File: src/rtl/afifo_stream_reader.sv
// -----------------------------------------------------------------------------
// afifo_stream_reader
//
// Read-side consumer for the dual-clock FIFO. Lives entirely in the FIFO read
// clock domain. It pops words from the FIFO read port and re-presents them as
// a valid/ready stream. A 2-entry skid buffer sits between the two:
//   - slot A always drives m_data;
//   - slot B catches the word fetched in the same cycle the consumer stalls.
// Because of this, the stream can move one word per cycle, and m_valid, m_data
// and m_last come straight from registers with no path from m_ready.
//
// Every BURST_LEN-th accepted beat is flagged with m_last.
//
// Parameters
//   WIDTH      data word width; must match the FIFO WIDTH
//   BURST_LEN  beats per burst (>= 1)
//   CNT_WIDTH  statistics counter width (only used with AFIFO_RD_STATS_EN)
//
// Ports
//   read_clk        in   1          sole clock (FIFO read clock)
//   read_reset      in   1          synchronous, active-high reset
//   drain_en        in   1          1 = fetch words from the FIFO
//   fifo_empty      in   1          FIFO empty flag
//   fifo_read_data  in   WIDTH      FIFO head word (valid while !fifo_empty)
//   fifo_read_en    out  1          FIFO pop strobe (combinational)
//   m_valid         out  1          output word valid
//   m_ready         in   1          downstream accepts the word
//   m_data          out  WIDTH      output word
//   m_last          out  1          last beat of the current burst
//   occupancy       out  2          words held in the skid buffer (0..2)
//   word_count      out  CNT_WIDTH  saturating count of accepted words
//                                   (AFIFO_RD_STATS_EN only)
//   stall_count     out  CNT_WIDTH  saturating count of m_valid & !m_ready
//                                   cycles (AFIFO_RD_STATS_EN only)
//
// Build option
//   AFIFO_RD_STATS_EN  when defined, adds the word_count/stall_count outputs.
//                      When undefined, those ports and counters do not exist
//                      and all other behaviour is unchanged.
// -----------------------------------------------------------------------------
module afifo_stream_reader #(
    parameter int WIDTH     = 32,
    parameter int BURST_LEN = 8,
    parameter int CNT_WIDTH = 16
) (
    input  logic             read_clk,
    input  logic             read_reset,
    input  logic             drain_en,
    input  logic             fifo_empty,
    input  logic [WIDTH-1:0] fifo_read_data,
    output logic             fifo_read_en,
    output logic             m_valid,
    input  logic             m_ready,
    output logic [WIDTH-1:0] m_data,
    output logic             m_last,
    output logic [1:0]       occupancy
`ifdef AFIFO_RD_STATS_EN
    ,
    output logic [CNT_WIDTH-1:0] word_count,
    output logic [CNT_WIDTH-1:0] stall_count
`endif
);

    // -------------------------------------------------------------------------
    // Skid buffer state. The encoding equals the number of words held, so the
    // state register doubles as the occupancy output.
    // -------------------------------------------------------------------------
    typedef enum logic [1:0] {
        ST_EMPTY = 2'd0,
        ST_ONE   = 2'd1,
        ST_TWO   = 2'd2
    } state_t;

    state_t            state_q, state_d;
    logic [WIDTH-1:0]  slot_a_q, slot_a_d;   // head word, drives m_data
    logic [WIDTH-1:0]  slot_b_q, slot_b_d;   // skid word

    logic              fetch;
    logic              pop;
    logic              last_beat;            // burst position is at the final beat

    // -------------------------------------------------------------------------
    // Handshakes
    // -------------------------------------------------------------------------
    // read_reset is folded in so the FIFO is never popped during a reset cycle;
    // otherwise the word would be taken from the FIFO and then thrown away by
    // the reset of the skid buffer.
    assign fetch        = drain_en && !fifo_empty && (state_q != ST_TWO) && !read_reset;
    assign fifo_read_en = fetch;

    assign m_valid   = (state_q != ST_EMPTY);
    assign pop       = m_valid && m_ready;
    assign m_data    = slot_a_q;
    assign occupancy = state_q;
    assign m_last    = m_valid && last_beat;

    // -------------------------------------------------------------------------
    // Next-state logic
    // -------------------------------------------------------------------------
    always_comb begin
        state_d  = state_q;
        slot_a_d = slot_a_q;
        slot_b_d = slot_b_q;

        unique case (state_q)
            ST_EMPTY: begin
                if (fetch) begin
                    state_d  = ST_ONE;
                    slot_a_d = fifo_read_data;
                end
            end

            ST_ONE: begin
                if (fetch && pop) begin
                    // Head leaves while the next word arrives: refill A in place.
                    slot_a_d = fifo_read_data;
                end else if (fetch) begin
                    // Consumer stalled; the word already in flight goes to B.
                    state_d  = ST_TWO;
                    slot_b_d = fifo_read_data;
                end else if (pop) begin
                    state_d  = ST_EMPTY;
                end
            end

            ST_TWO: begin
                // fetch is impossible here; only draining moves the state.
                if (pop) begin
                    state_d  = ST_ONE;
                    slot_a_d = slot_b_q;
                end
            end

            default: begin
                state_d = ST_EMPTY;
            end
        endcase
    end

    // -------------------------------------------------------------------------
    // State and storage registers
    // -------------------------------------------------------------------------
    always_ff @(posedge read_clk) begin
        if (read_reset) begin
            state_q  <= ST_EMPTY;
            slot_a_q <= '0;
            slot_b_q <= '0;
        end else begin
            state_q  <= state_d;
            slot_a_q <= slot_a_d;
            slot_b_q <= slot_b_d;
        end
    end

    // -------------------------------------------------------------------------
    // Burst beat counter. With BURST_LEN = 1 every beat is the last one, so no
    // counter is built at all.
    // -------------------------------------------------------------------------
    generate
        if (BURST_LEN <= 1) begin : g_single_beat
            assign last_beat = 1'b1;
        end else begin : g_beat_counter
            localparam int BEAT_W = $clog2(BURST_LEN);
            localparam logic [BEAT_W-1:0] BEAT_MAX = BEAT_W'(BURST_LEN - 1);

            logic [BEAT_W-1:0] beat_q, beat_d;

            always_comb begin
                beat_d = beat_q;
                if (pop) begin
                    beat_d = (beat_q == BEAT_MAX) ? '0 : beat_q + 1'b1;
                end
            end

            // Only accepted beats advance the position, so pausing the drain
            // or stalling the consumer keeps the burst position intact.
            always_ff @(posedge read_clk) begin
                if (read_reset) begin
                    beat_q <= '0;
                end else begin
                    beat_q <= beat_d;
                end
            end

            assign last_beat = (beat_q == BEAT_MAX);
        end
    endgenerate

    // -------------------------------------------------------------------------
    // Optional statistics
    // -------------------------------------------------------------------------
`ifdef AFIFO_RD_STATS_EN
    logic [CNT_WIDTH-1:0] word_cnt_q, word_cnt_d;
    logic [CNT_WIDTH-1:0] stall_cnt_q, stall_cnt_d;
    logic                 stall;

    assign stall = m_valid && !m_ready;

    // Both counters stick at all-ones instead of wrapping, so a saturated
    // value is unambiguous to software reading them.
    always_comb begin
        word_cnt_d  = word_cnt_q;
        stall_cnt_d = stall_cnt_q;
        if (pop && (word_cnt_q != '1)) begin
            word_cnt_d = word_cnt_q + 1'b1;
        end
        if (stall && (stall_cnt_q != '1)) begin
            stall_cnt_d = stall_cnt_q + 1'b1;
        end
    end

    always_ff @(posedge read_clk) begin
        if (read_reset) begin
            word_cnt_q  <= '0;
            stall_cnt_q <= '0;
        end else begin
            word_cnt_q  <= word_cnt_d;
            stall_cnt_q <= stall_cnt_d;
        end
    end

    assign word_count  = word_cnt_q;
    assign stall_count = stall_cnt_q;
`else
    // CNT_WIDTH only sizes the statistics counters; this empty block merely
    // keeps the parameter referenced in builds without them.
    generate
        if (CNT_WIDTH < 1) begin : g_no_stats_cnt_width
        end
    endgenerate
`endif

endmodule

File: config.mk
export PLATFORM = sky130hd
export DESIGN_NAME = afifo_stream_reader
export DESIGN_NICKNAME = d
export VERILOG_FILES = /design/src/rtl/afifo_stream_reader.sv
export SDC_FILE = /design/constraint.sdc
export NUM_CORES = 1
export LEC_CHECK = 0
export CAP_MARGIN = 15
export CORE_ASPECT_RATIO = 0.75
export CORE_MARGIN = 1.5
export CORE_UTILIZATION = 45
export DETAILED_ROUTE_END_ITERATION = 8
export GPL_ROUTABILITY_DRIVEN = 1
export PLACE_DENSITY = 0.73
export SYNTH_ARGS = -nofsm -noshare
export SYNTH_HDL_FRONTEND = slang
export SYNTH_SLANG_ARGS = --single-unit
export TNS_END_PERCENT = 100
File: constraint.sdc
create_clock -name read_clk -period 1.9 [get_ports read_clk]
set_clock_uncertainty 0.2 [all_clocks]
set_input_delay 0.38 -clock read_clk [delete_from_list [all_inputs] [get_ports read_clk]]
set_output_delay 0.38 -clock read_clk [all_outputs]
set_load 0.05 [all_outputs]
# [Word-level counts from Yosys, hierarchy flattened]
# Index checks and enable logic that the tools add are counted.
# W data, S select, Z words.
[word_totals] ramBits=0 n_memories=0 regBits=69 out_inout_bits=37 romBits=0 latch_bits=0
[op_classes] n_mul=0 shifts=0 bitwise=1 n_div=0 magnitude_cmp=0 n_addsub=1 n_mux=11 n_reduce_logical=14 n_eq_ne=9
[op_table] op="$mux W32" count=3
[op_table] op="$pmux W32 S3" count=1
[op_table] op="$mux W2" count=5
[op_table] op="$ne A2 B2 Y1 const B" count=5
[op_table] op="$reduce_and A4 Y1" count=2
[op_table] op="$logic_and A1 B1 Y1" count=6
[op_table] op="$pmux W2 S3" count=1
[op_table] op="$add A3 B1 Y3 const B" count=1
[op_table] op="$eq A3 B3 Y1 const B" count=1
[op_table] op="$mux W3" count=1
[op_table] op="$ne A3 B3 Y1 const B" count=1
[op_table] op="$reduce_and A3 Y1" count=1
[op_table] op="$reduce_bool A3 Y1" count=1
[op_table] op="$eq A2 B1 Y1 const B" count=1
[op_table] op="$eq A2 B2 Y1 const B" count=1
[op_table] op="$logic_not A1 Y1" count=2
[op_table] op="$logic_not A2 Y1" count=1
[op_table] op="$reduce_bool A2 Y1" count=1
[op_table] op="$not A1 Y1" count=1

# [Longest topological paths before layout]
# Gate-level depths: netlist of the first run.
[logic_depth] ltp_word=7 depth_mapped=7 mapped_depth_nobuf=5

# [Worst setup path before layout of the first run]
# OpenSTA, ideal clock, no wires.
[synth_timing] kind="reg-to-output" startpoint="register state_q[1] (netlist: occupancy[1])" endpoint="output fifo_read_en" required_time_ps=1320 n_path_buf=1 arrival_ps=1965 stages_incl_launch_ff=4 slack_ps=-645 path_cell_list="dfxtp_1 -> buf_2 -> nor2b_1 -> nor3_1"
[synth_between] elab_chain_cells=3
[synth_rtl] item="from (decl)" line="74" text="state_t state_q, state_d;"
[synth_rtl] item="from (signal assigned)" line="149" text="state_q <= state_d;"
[synth_rtl] item="$ne A2 B2 Y1" line="88" text="assign fetch = drain_en && !fifo_empty && (state_q != ST_TWO) && !read_reset;"
[synth_rtl] item="$logic_and A1 B1 Y1 (2 in a row)" line="88"
[synth_rtl] item="to (decl)" line="51" text="output logic fifo_read_en,"
# Every way passes these cells.

# [Worst setup path after layout of the first run]
[layout_timing] startpoint="input fifo_empty" endpoint="output fifo_read_en"
[layout_between] elab_chain_cells=4
[layout_rtl] item="from (decl)" line="49" text="input logic fifo_empty,"
[layout_rtl] item="$logic_not A1 Y1" line="88"
[layout_rtl] item="$logic_and A1 B1 Y1 (3 in a row)" line="88"
# Every way passes these cells.

==> implementation parameters, run 1 <==
Parameter                              Value

Yosys
  Syn_nets ... about 360
  Count of yosys warnings during synthesis ... 0
  Number of flops mapped to enable cells by yosys ... 0
  Synthesized area per cell ... around 8.7 um2
  Async set-or-reset flop fraction in the synthesized netlist ... 0%
  Flop and latch count out of synthesis ... 69
  Count of different cell masters after synthesis ... 29
  Flip-flop cell with the highest count after synthesis ... dfxtp_1
  Sequential share of the synthesized area ... around 50%
  Cell area after synthesis ... roughly 0.0028 mm2
  Number of standard cells after synthesis ... about 320

Power and ir drop
  Relative contribution of the clock network to total power ... approximately two fifths
  Power density over cell area ... 922.1 mW/mm2
  Net switching power of the design ... 918.2 uW
  Sequential share of power ... between 40% and 50%
  Sw Share ... about a quarter
  Maximum vdd ir drop ... 0.6151 mV
  Gate power share ... between 10% and 20%
  Static power due to leakage ... between 1.5 and 2 nW
  Power Internal ... approximately 2.6 mW

Place
  # port buffers ... 73
  HPWL reported at the end of detailed placement ... around 4200 um
  Routability Congestion ... 0.7355
  Post-Place Setup Slack ... -0.2228 ns

Clock network
  Clk pin slew, worst setup/hold paths ... 0.07 ns
  Sink count of the clock tree ... ~70
  CTS hold repair buffers ... 0
  TritonCTS buffer count ... 9
  Clock tree buffer depth ... 2
  Clk Tree Root Cell ... clkbuf_8
  Clock tree from TritonCTS ... built
  Number of H-tree levels ... 3
  Clock latency at the later pin of the worst-skew pair ... between 0.3 and 0.4 ns

Global routing
  Global-route congestion overflow total ... 0
  Maximum number of pins on one net before global-route repair ... 67
  Global-route wire length before repair ... approximately 11000 um
  Number of antenna violations at the first check in global routing ... 0
  Vias in the first global route ... approximately 2400
  All-layer global routing usage ... 21.00%

Floorplan
  Height of the chip ... just over 70 um
  Core outline area ... about 0.0059 mm2
  I/O pin total ... 74
  Cell Rows ... 24
  Starting density of the core ... a little under half
  Floorplan die area ... 0.006649 mm2
  Horizontal die dimension ... between 90 and 100 um

Finish
  ANT cells ... 0
  Ratio of cells with drive above 1 in the final layout ... about 29%
  Area of the multi-input gates ... about 0.0013 mm2
  Leading cell types in the layout, fill and taps excluded ... nor2_1 (69), dfxtp_1 (65), nand2_1 (64)
  Final-stage net count ... ~440
  Area growth syn-to-layout ... 39.06%
  # fillers ... 483
  Flip-flop and latch area ... about 0.0014 mm2
  Commonest non-fill, non-tap cell in the layout ... nor2_1

Worst setup path
  Maximum fanout along the worst path ... 2
  Largest stage delay, worst path ... about 0.24 ns
  Worst path bufs/invs ... 3
  Cell-by-cell listing of the critical path ... dlygate4sd2_1 > nand2b_4 > buf_4 > nor3_4 > buf_12
  WP data required ... about 1.3 ns
  Slowest cell on the critical path ... dlygate4sd2_1
  Startpoint type of the worst setup path ... primary input
  Endpoint type of the worst setup path ... output pin
  Critical path data arrival time ... 1.27 ns
  Cell family contributing the most delay on the critical path ... buffers and inverters
  Crit Path Category ... primary input to output pin

Outcome
  Run status ... finished, final reports clean

STA
  Smallest hold slack ... around 0.16 ns
  Max transition margin ... between 50% and 60%
  Final Max Tran Viols ... 0
  Final worst path period share ... a little over nine tenths
  Total setup violations reported at the end of the flow ... 0
  Slew at the pin with the worst max-slew slack ... 0.6403 ns
  Final hold violation count ... 0
  Worst setup margin ... slightly above 0.05 ns
  Setup repair after global routing missed its margin ... no
  Final min period ... about 1.8 ns
  Max Clk Rate ... around 540 MHz

Drt
  Detail-routed via count per cell ... between 5 and 6
  Violation count after the first detailed-routing iteration ... 140
  1st-pass router iterations ... 5
  Avg WL per Cell ... approximately 14 um
  Remaining design rule violation count ... 0
  Via Count ... approximately 2500
  Final ANT Viol Nets ... 0
  Post-Route WL ... roughly 6700 um

Run
  Max-cap viol count ... 0

Worst hold path
  Path class of the lowest-slack min-delay path ... primary input to register
==> logic make-up (layout without fill, tap and decap cells) <==
| group | count (synthesis) | count (layout) | share of synthesized area (%) |
|---|---|---|---|
| and+or+nand+nor | 148 | 148 | 21.56 |
| buffers and inverters | 25 | 108 | 6.089 |
| adders and majority gates | 2 | 2 | 0.9020 |
| AOI/OAI and AO/OA | 70 | 70 | 20.21 |
| DFF | 69 | 69 | 49.80 |
| muxes | 4 | 4 | 1.443 |
==> layer usage <==
layer	share of wire, %	wire (um)	GRT usage, %
met1	49	3266	29.03
met2	44	2964	31.64
met3	5.8	388	7.527
met4	0.84	56	4.643
met5	0	0	0
==> power by group through the flow <==
stage	registers, mW	logic, mW	clock network [mW]
6_report	1.54	0.560	1.46
3_5_place_dp	1.57	0.549	0
4_1_cts	1.54	0.562	1.48
2_1_floorplan	1.74	0.158	0
3_3_place_gp	1.57	0.546	0
5_1_grt	1.54	0.591	1.55
==> state kept, by name, indices dropped and copies added (netlist names) <==
signal and flops:
g_beat_counter.beat_q 3, occupancy 2, slot_b_q 32, m_data 32
==> cell type report <==
cell class / count / share of cell area [%]
well taps: 78 / 2.530
multi-input cells: 224 / 32.99
repair buffers: 92 / 21.99
clock buffers: 10 / 3.568
clock inverters: 6 / 2.854
flip-flops and latches: 69 / 36.07
==> per-stage QoR <==
step	TNS [ns]	total power [mW]	utilization (%)	instance area, um2	std cells
2_1_floorplan	0	1.903	-	2790	318
3_3_place_gp	-11.34	2.118	60.14	3540	459
3_5_place_dp	-12.05	2.120	60.14	3540	459
4_1_cts	0	3.581	65.18	3836	479
5_1_grt	0	3.682	65.54	3857	479
6_report	0	3.557	65.54	3857	479
==> synthesized netlist by cell type, drive strengths merged (2+ instances only) <==
cell type	count	area share [%]
nor2	70	9.7
dfxtp	69	50
nand2	65	8.9
a21oi	34	6.1
o221a	32	13
buf	16	3.8
clkbuf	9	2.3
mux2i	4	1.4
ha	2	0.90
nand2b	2	0.45
nand3	2	0.36
nor2b	2	0.45
nor3	2	0.36
o21ai	2	0.50
==> timing repair <==
item / CTS / global route
buffers inserted: 4 / 0
pin swaps: 1 / 0
hold endpoints to repair: 0 / 0
endpoints found under the setup margin: 2 / 1
resized for setup: 9 / 3
==> worst paths after layout <==
| kind | startpoint | to | slack (ns) | depth (start not counted) |
|---|---|---|---|---|
| setup / recovery | fifo_empty | fifo_read_en | 0.05 | 5 |
| hold / removal | read_reset | g_beat_counter.beat_q[2] | 0.16 | 2 |
| setup reg to reg | occupancy[0] | g_beat_counter.beat_q[1] | 0.22 | 4 |
| hold reg to reg | slot_b_q[16] | slot_b_q[16] | 0.26 | 2 |
Power figures use the tool's default switching activity.
==> inputs of run 2 (changes only) <==
--- a/config.mk
+++ b/config.mk
@@ -6,12 +6,13 @@
 export NUM_CORES = 1
 export LEC_CHECK = 0
 export CAP_MARGIN = 15
-export CORE_ASPECT_RATIO = 0.75
+export CORE_ASPECT_RATIO = 1.5
 export CORE_MARGIN = 1.5
 export CORE_UTILIZATION = 45
 export DETAILED_ROUTE_END_ITERATION = 8
 export GPL_ROUTABILITY_DRIVEN = 1
 export PLACE_DENSITY = 0.73
+export RECOVER_POWER = 25
 export SYNTH_ARGS = -nofsm -noshare
 export SYNTH_HDL_FRONTEND = slang
 export SYNTH_SLANG_ARGS = --single-unit
==> run 2 against run 1 <==
  * Setup slack worse by 0.034 ns
  * Register-to-register slack better by 0.04 ns
  * Clock power is 9% lower
  * Global-route usage is 0.34 points lower
  * Combinational power is 6.6% lower
  * Critical path depth is 2 lower
  * Count of clock-buffer cells in the layout stayed put
  * Highest routed layer unchanged
==> implementation parameters, run 2 (same netlist as run 1, synthesis figures left out) <==
Parameter                              Value

Power and ir drop
  Static power due to leakage ... 1.542 nW (-4.3%)
  Maximum vdd ir drop ... 0.4994 mV (-19%)
  Power density over cell area ... 906.6 mW/mm2 (-1.7%)
  Final total power ... 3.389 mW (-4.7%)

Drt
  Post-Route WL ... 6641 um (-0.51%)
  Final ANT Viol Nets ... 0 (unchanged)
  Avg WL per Cell ... 14.16 um (+1.6%)
  Violation count after the first detailed-routing iteration ... 181 (+29%)
  Via Count ... 2454 (-1.6%)
  1st-pass router iterations ... 4 (-1)
  Detail-routed via count per cell ... 5.232 (+0.53%)
  Remaining design rule violation count ... 0 (unchanged)

Place
  # port buffers ... 73 (unchanged)
  Placed Cells ... 447 (-2.6%)
  Post-Place Setup Slack ... -0.2216 ns (+0.001206 ns)
  Routability Congestion ... 0.7285 (-0.95%)
  HPWL reported at the end of detailed placement ... 4095 um (-3.3%)
  Placed standard-cell area ... 0.003500 mm2 (-1.1%)

STA
  Final setup TNS ... 0 ns (unchanged)
  Worst setup margin ... 0.01637 ns (-0.03401 ns)
  Final worst path period share ... 99.14% (+1.8 points)
  Max Clk Rate ... 530.9 MHz (-1.8%)
  Max transition margin ... 54.93% (-1.9 points)
  Final hold violation count ... 0 (unchanged)
  Total setup violations reported at the end of the flow ... 0 (unchanged)
  Final min period ... 1.884 ns (+0.03401 ns)
  Final Max Tran Viols ... 0 (unchanged)
  Slew at the pin with the worst max-slew slack ... 0.6760 ns (+0.03575 ns)

Outcome
  Run status ... finished, final reports clean

Global routing
  Global-route congestion overflow total ... 0 (unchanged)
  Maximum number of pins on one net before global-route repair ... 69 (+3.0%)
  Vias in the first global route ... 2391 (+1.7%)
  Number of antenna violations at the first check in global routing ... 0 (unchanged)
  Global-route wire length before repair ... 10720 um (-3.1%)
  All-layer global routing usage ... 20.66% (-0.34 points)

Finish
  Commonest non-fill, non-tap cell in the layout ... nor2_1
  Post-Layout Cell Count ... 469 (-2.1%)
  Final-stage net count ... 431 (-0.92%)
  Final design instance area without fill ... 0.003739 mm2 (-3.1%)
  Leading cell types in the layout, fill and taps excluded ... nor2_1 (69), dfxtp_1 (65), nand2_1 (64)
  Ratio of cells with drive above 1 in the final layout ... 25.44% (-3.7 points)
  ANT cells ... 0 (unchanged)
  Area growth syn-to-layout ... 34.78%

Worst setup path
  Crit Reg-Reg Endpoint ... m_data[18]
  Largest stage delay, worst path ... 0.36 ns (+0.12 ns)
  Cell-by-cell listing of the critical path ... or2_2 > and2_4 > buf_12
  WP data required ... 1.32 ns (about the same)
  Worst setup path start ... occupancy[0]
  Maximum fanout along the worst path ... 3 (+1)
  R2R Setup Slk ... 0.26 ns (+0.04 ns)
  Cell family contributing the most delay on the critical path ... simple AND/OR/NAND/NOR gates
  Worst path bufs/invs ... 1 (-2)
  Launch point of the worst reg-to-reg path ... occupancy[0]
  Startpoint type of the worst setup path ... register
  Crit Path Category ... register to output pin
  Critical path data arrival time ... 1.30 ns (+0.03 ns)
  CP endpoint ... m_last
  FF-to-FF path depth ... 6 (+2)
  Slowest cell on the critical path ... dfxtp_4
  Endpoint type of the worst setup path ... output pin
  Stages on worst setup path ... 3 (-2)

Clock network
  TritonCTS buffer count ... 9 (unchanged)
  Clock tree buffer depth ... 2 (unchanged)
  Clk pin slew, worst setup/hold paths ... 0.08 ns (about the same)
  Clock latency at the later pin of the worst-skew pair ... 0.34 ns (about the same)
  CTS hold repair buffers ... 0 (unchanged)
  Clock tree from TritonCTS ... built
  Sink count of the clock tree ... 69 (unchanged)
  Number of H-tree levels ... 3 (unchanged)
  Clk Tree Root Cell ... clkbuf_8

Floorplan
  Cell Rows ... 34 (+42%)
  Horizontal die dimension ... 67.11 um (-28%)
  Floorplan die area ... 0.006654 mm2 (about the same)
  Starting density of the core ... 47.25% (+0.12 points)
  Height of the chip ... 99.16 um (+40%)
  I/O pin total ... 74 (unchanged)
  Core outline area ... 0.005871 mm2 (-0.26%)

Worst hold path
  Path class of the lowest-slack min-delay path ... primary input to register

Run
  Max-cap viol count ... 0 (unchanged)
[run 2: cell count changes in the layout (fill, tap and decap cells not counted), moves of 2 or more]
cell	change
buf_4	-30
clkbuf_1	+13
clkbuf_2	+12
clkinv_4	+2
clkinvlp_4	-2
dlygate4sd2_1	-2
dlymetal6s2s_1	+2
inv_6	+2
nor2b_1	-2
nor2b_2	+2
[run 2: how the worst min path moves through the flow]
| stage | startpoint | end | slack (ns) | depth (start not counted) |
|---|---|---|---|---|
| after global placement | slot_b_q[9] | slot_b_q[9] | 0.24 | 2 |
| final | read_reset | occupancy[0] | 0.10 | 2 |
| after floorplan | slot_b_q[0] | slot_b_q[0] | 0.24 | 2 |
| after CTS | read_reset | occupancy[0] | 0.09 | 2 |
| after detailed placement | slot_b_q[6] | slot_b_q[6] | 0.25 | 2 |
| after global routing | read_reset | occupancy[0] | 0.11 | 2 |
[run 2: metal layers]
layer / part of all wire, % / global-route usage (%) / vias to the layer above
met1: 42 / 23.72 / 1134
met3: 5.4 / 3.620 / 9
met4: 1.7 / 8.477 / 0
met2: 50 / 36.71 / 69
met5: 0 / 0 / -
li1: - / - / 1242
[run 2: layout make-up]
class | count | area (um2)
clock inverters | 6 | 95.09
well taps | 72 | 90.09
clock buffers | 10 | 127.6
repair buffers | 88 | 759.5
fillers | 522 | 2132
flip-flops and latches | 69 | 1391
multi-input cells | 224 | 1275
[run 2: stage by stage]
step | util [%] | hold WS, ns
floorplan | - | 0.2367
global placement | 59.61 | 0.2419
detailed placement | 59.61 | 0.2472
CTS | 64.36 | 0.09361
global route | 63.68 | 0.1131
finish | 63.68 | 0.1019
[run 2: what timing repair did]
item / in CTS / in global routing
gates resized for setup: 6 / 7
pin swaps: 0 / 2
buffers inserted: 5 / 1
setup endpoints to repair: 2 / 54
[run 2: report_power, final]
part | switching, mW | total [mW] | internal, mW | leakage (nW)
Sequential | 0.0346 | 1.54 | 1.50 | 0.564
Combinational | 0.325 | 0.523 | 0.198 | 0.867
Clock | 0.576 | 1.33 | 0.753 | 0.111
==> inputs of run 3 (changes only) <==
--- a/config.mk
+++ b/config.mk
@@ -13,6 +13,7 @@
 export GPL_ROUTABILITY_DRIVEN = 1
 export PLACE_DENSITY = 0.73
 export RECOVER_POWER = 25
+export SETUP_SLACK_MARGIN = 0.1
 export SYNTH_ARGS = -nofsm -noshare
 export SYNTH_HDL_FRONTEND = slang
 export SYNTH_SLANG_ARGS = --single-unit
==> run 3 against run 2 <==
  * Setup slack improved by 0.029 ns
  * Flip-flop and latch count did not move
  * Clock power fell by 6%
  * Core utilization rose by 0.75 points
  * Via count rose by 3.0%
  * Combinational power rose by 3%
  * Critical path depth rose by 1
  * Wire length rose by 1.8%
  * Fmax rose by 1.5%
  * Die area did not move
  * Highest routed layer unchanged
  * Largest cell class unchanged
  * Largest power group unchanged
==> implementation parameters, run 3 (same netlist as run 1, synthesis figures left out) <==
Parameter                              Value

Drt
  Avg WL per Cell ... 14.23 um (+0.51%)
  Detail-routed via count per cell ... 5.320 (+1.7%)
  Wl on met1 ... 2868 um (+2.0%)
  Violation count after the first detailed-routing iteration ... 170 (-6.1%)
  Final ANT Viol Nets ... 0 (unchanged)
  Post-Route WL ... 6760 um (+1.8%)
  Remaining design rule violation count ... 0 (unchanged)
  Detailed-routed wire length on met3 ... 334 um (-7.2%)
  Via Count ... 2527 (+3.0%)
  1st-pass router iterations ... 4 (unchanged)
  Highest metal layer with signal wires ... met4
  Met2 Routed Length ... 3497 um (+4.4%)

Finish
  ANT cells ... 0 (unchanged)
  Final Util ... 64.43% (+0.75 points)
  Flip-flop and latch area ... 0.001391 mm2 (unchanged)
  Post-Layout Cell Count ... 475 (+1.3%)
  Ratio of cells with drive above 1 in the final layout ... 27.79% (+2.4 points)
  Area growth syn-to-layout ... 36.36%
  Commonest non-fill, non-tap cell in the layout ... nor2_1
  Leading cell types in the layout, fill and taps excluded ... nor2_1 (69), dfxtp_1 (65), nand2_1 (64)
  # fillers ... 521 (-0.19%)
  Area of the multi-input gates ... 0.001275 mm2 (unchanged)
  Final-stage net count ... 437 (+1.4%)
  Final design instance area without fill ... 0.003782 mm2 (+1.2%)

Place
  Routability Congestion ... 0.7309 (+0.33%)
  # port buffers ... 73 (unchanged)
  HPWL reported at the end of detailed placement ... 4384 um (+7.1%)
  Placed Cells ... 454 (+1.6%)
  Post-Place Setup Slack ... -0.3122 ns (-0.09054 ns)
  Placed standard-cell area ... 0.003567 mm2 (+1.9%)

Outcome
  Run status ... finished, final reports clean

Floorplan
  Core outline area ... 0.005871 mm2 (unchanged)
  Floorplan die area ... 0.006654 mm2 (unchanged)
  Cell Rows ... 34 (unchanged)
  I/O pin total ... 74 (unchanged)
  Horizontal die dimension ... 67.11 um (unchanged)
  Starting density of the core ... 47.25% (unchanged)
  Height of the chip ... 99.16 um (unchanged)

STA
  Final setup TNS ... 0 ns (unchanged)
  Slew at the pin with the worst max-slew slack ... 0.6000 ns (-0.07606 ns)
  Final min period ... 1.855 ns (-0.02872 ns)
  Setup repair after global routing missed its margin ... yes
  Final hold violation count ... 0 (unchanged)
  Smallest hold slack ... 0.2556 ns (+0.1537 ns)
  Final Max Tran Viols ... 0 (unchanged)
  Worst setup margin ... 0.04509 ns (+0.02872 ns)
  Final worst path period share ... 97.63% (-1.5 points)
  Max transition margin ... 60.17% (+5.2 points)
  Max Clk Rate ... 539.1 MHz (+1.5%)
  Total setup violations reported at the end of the flow ... 0 (unchanged)

Clock network
  Clock tree from TritonCTS ... built
  Clock tree buffer depth ... 2 (unchanged)
  TritonCTS buffer count ... 9 (unchanged)
  Number of H-tree levels ... 3 (unchanged)
  Clock latency at the later pin of the worst-skew pair ... 0.33 ns (about the same)
  Clk pin slew, worst setup/hold paths ... 0.07 ns (about the same)
  Sink count of the clock tree ... 69 (unchanged)
  Clk Tree Root Cell ... clkbuf_8

Global routing
  Vias in the first global route ... 2347 (-1.8%)
  Global-route congestion overflow total ... 0 (unchanged)
  Number of antenna violations at the first check in global routing ... 0 (unchanged)
  Global-route wire length before repair ... 10790 um (+0.64%)
  All-layer global routing usage ... 21.21% (+0.55 points)
  Maximum number of pins on one net before global-route repair ... 51 (-26%)

Run
  Max-cap viol count ... 0 (unchanged)

Power and ir drop
  Power Internal ... 2.425 mW (-1.2%)
  Static power due to leakage ... 1.573 nW (+2.0%)
  Net switching power of the design ... 901.3 uW (-3.7%)
  Sequential share of power ... 46.3% (+1.0 points)
  Relative contribution of the clock network to total power ... 37.6% (-1.6 points)
  Sw Share ... 27.10% (-0.51 points)
  Gate power share ... 16.2% (+0.8 points)
  Power density over cell area ... 879.4 mW/mm2 (-3.0%)
  Maximum vdd ir drop ... 0.6267 mV (+25%)
  Final total power ... 3.326 mW (-1.9%)

Worst setup path
  Maximum fanout along the worst path ... 3 (unchanged)
  FF-to-FF path depth ... 6 (unchanged)
  Startpoint type of the worst setup path ... register
  Critical path data arrival time ... 1.27 ns (-0.03 ns)
  Endpoint type of the worst setup path ... output pin
  WP data required ... 1.32 ns (about the same)
  Crit Path Category ... register to output pin

Worst hold path
  Hold path cells ... 2 (unchanged)
  Path class of the lowest-slack min-delay path ... register to register
-- run 3: area by class of cell --
| cell class | instances | share of cell area (%) |
|---|---|---|
| clock inverters | 3 | 1.125 |
| well taps | 72 | 2.382 |
| flip-flops and latches | 69 | 36.78 |
| repair buffers | 94 | 21.53 |
| multi-input cells | 224 | 33.71 |
| clock buffers | 13 | 4.466 |
-- run 3: repair_timing --
item | in CTS | in global routing
pin swaps | 3 | 0
setup endpoints to repair | 52 | 2
setup buffers | 5 | 0
resized for setup | 13 | 0
hold buffers | 0 | 0
hold endpoints to repair | 0 | 0
-- run 3: final timing paths --
path	from	end	slack, ns
worst max-delay path	g_beat_counter.beat_q[0]	m_last	0.05
worst min register to register	slot_b_q[8]	slot_b_q[8]	0.26
worst min-delay path	slot_b_q[8]	slot_b_q[8]	0.26
worst max register to register	occupancy[0]	m_data[12]	0.22
-- run 3: routing by layer --
metal  up-vias  track usage [%]
li1       1249                -
met2        61            36.10
met4         0            8.477
met5         -                0
met3         8            4.977
met1      1209            25.16
-- run 3: power groups by stage --
stage | clock network [mW] | logic, mW | registers [mW]
6_report | 1.25 | 0.538 | 1.54
3_3_place_gp | 0 | 0.550 | 1.57
3_5_place_dp | 0 | 0.556 | 1.57
4_1_cts | 1.27 | 0.568 | 1.54
2_1_floorplan | 0 | 0.159 | 1.74
5_1_grt | 1.34 | 0.569 | 1.54
-- run 3: worst max-delay path: stages, from the launching register on --
cell     delay (ns)
dfxtp_2        0.34
ha_4           0.16
ha_4           0.15
and2_4         0.14
buf_12         0.14
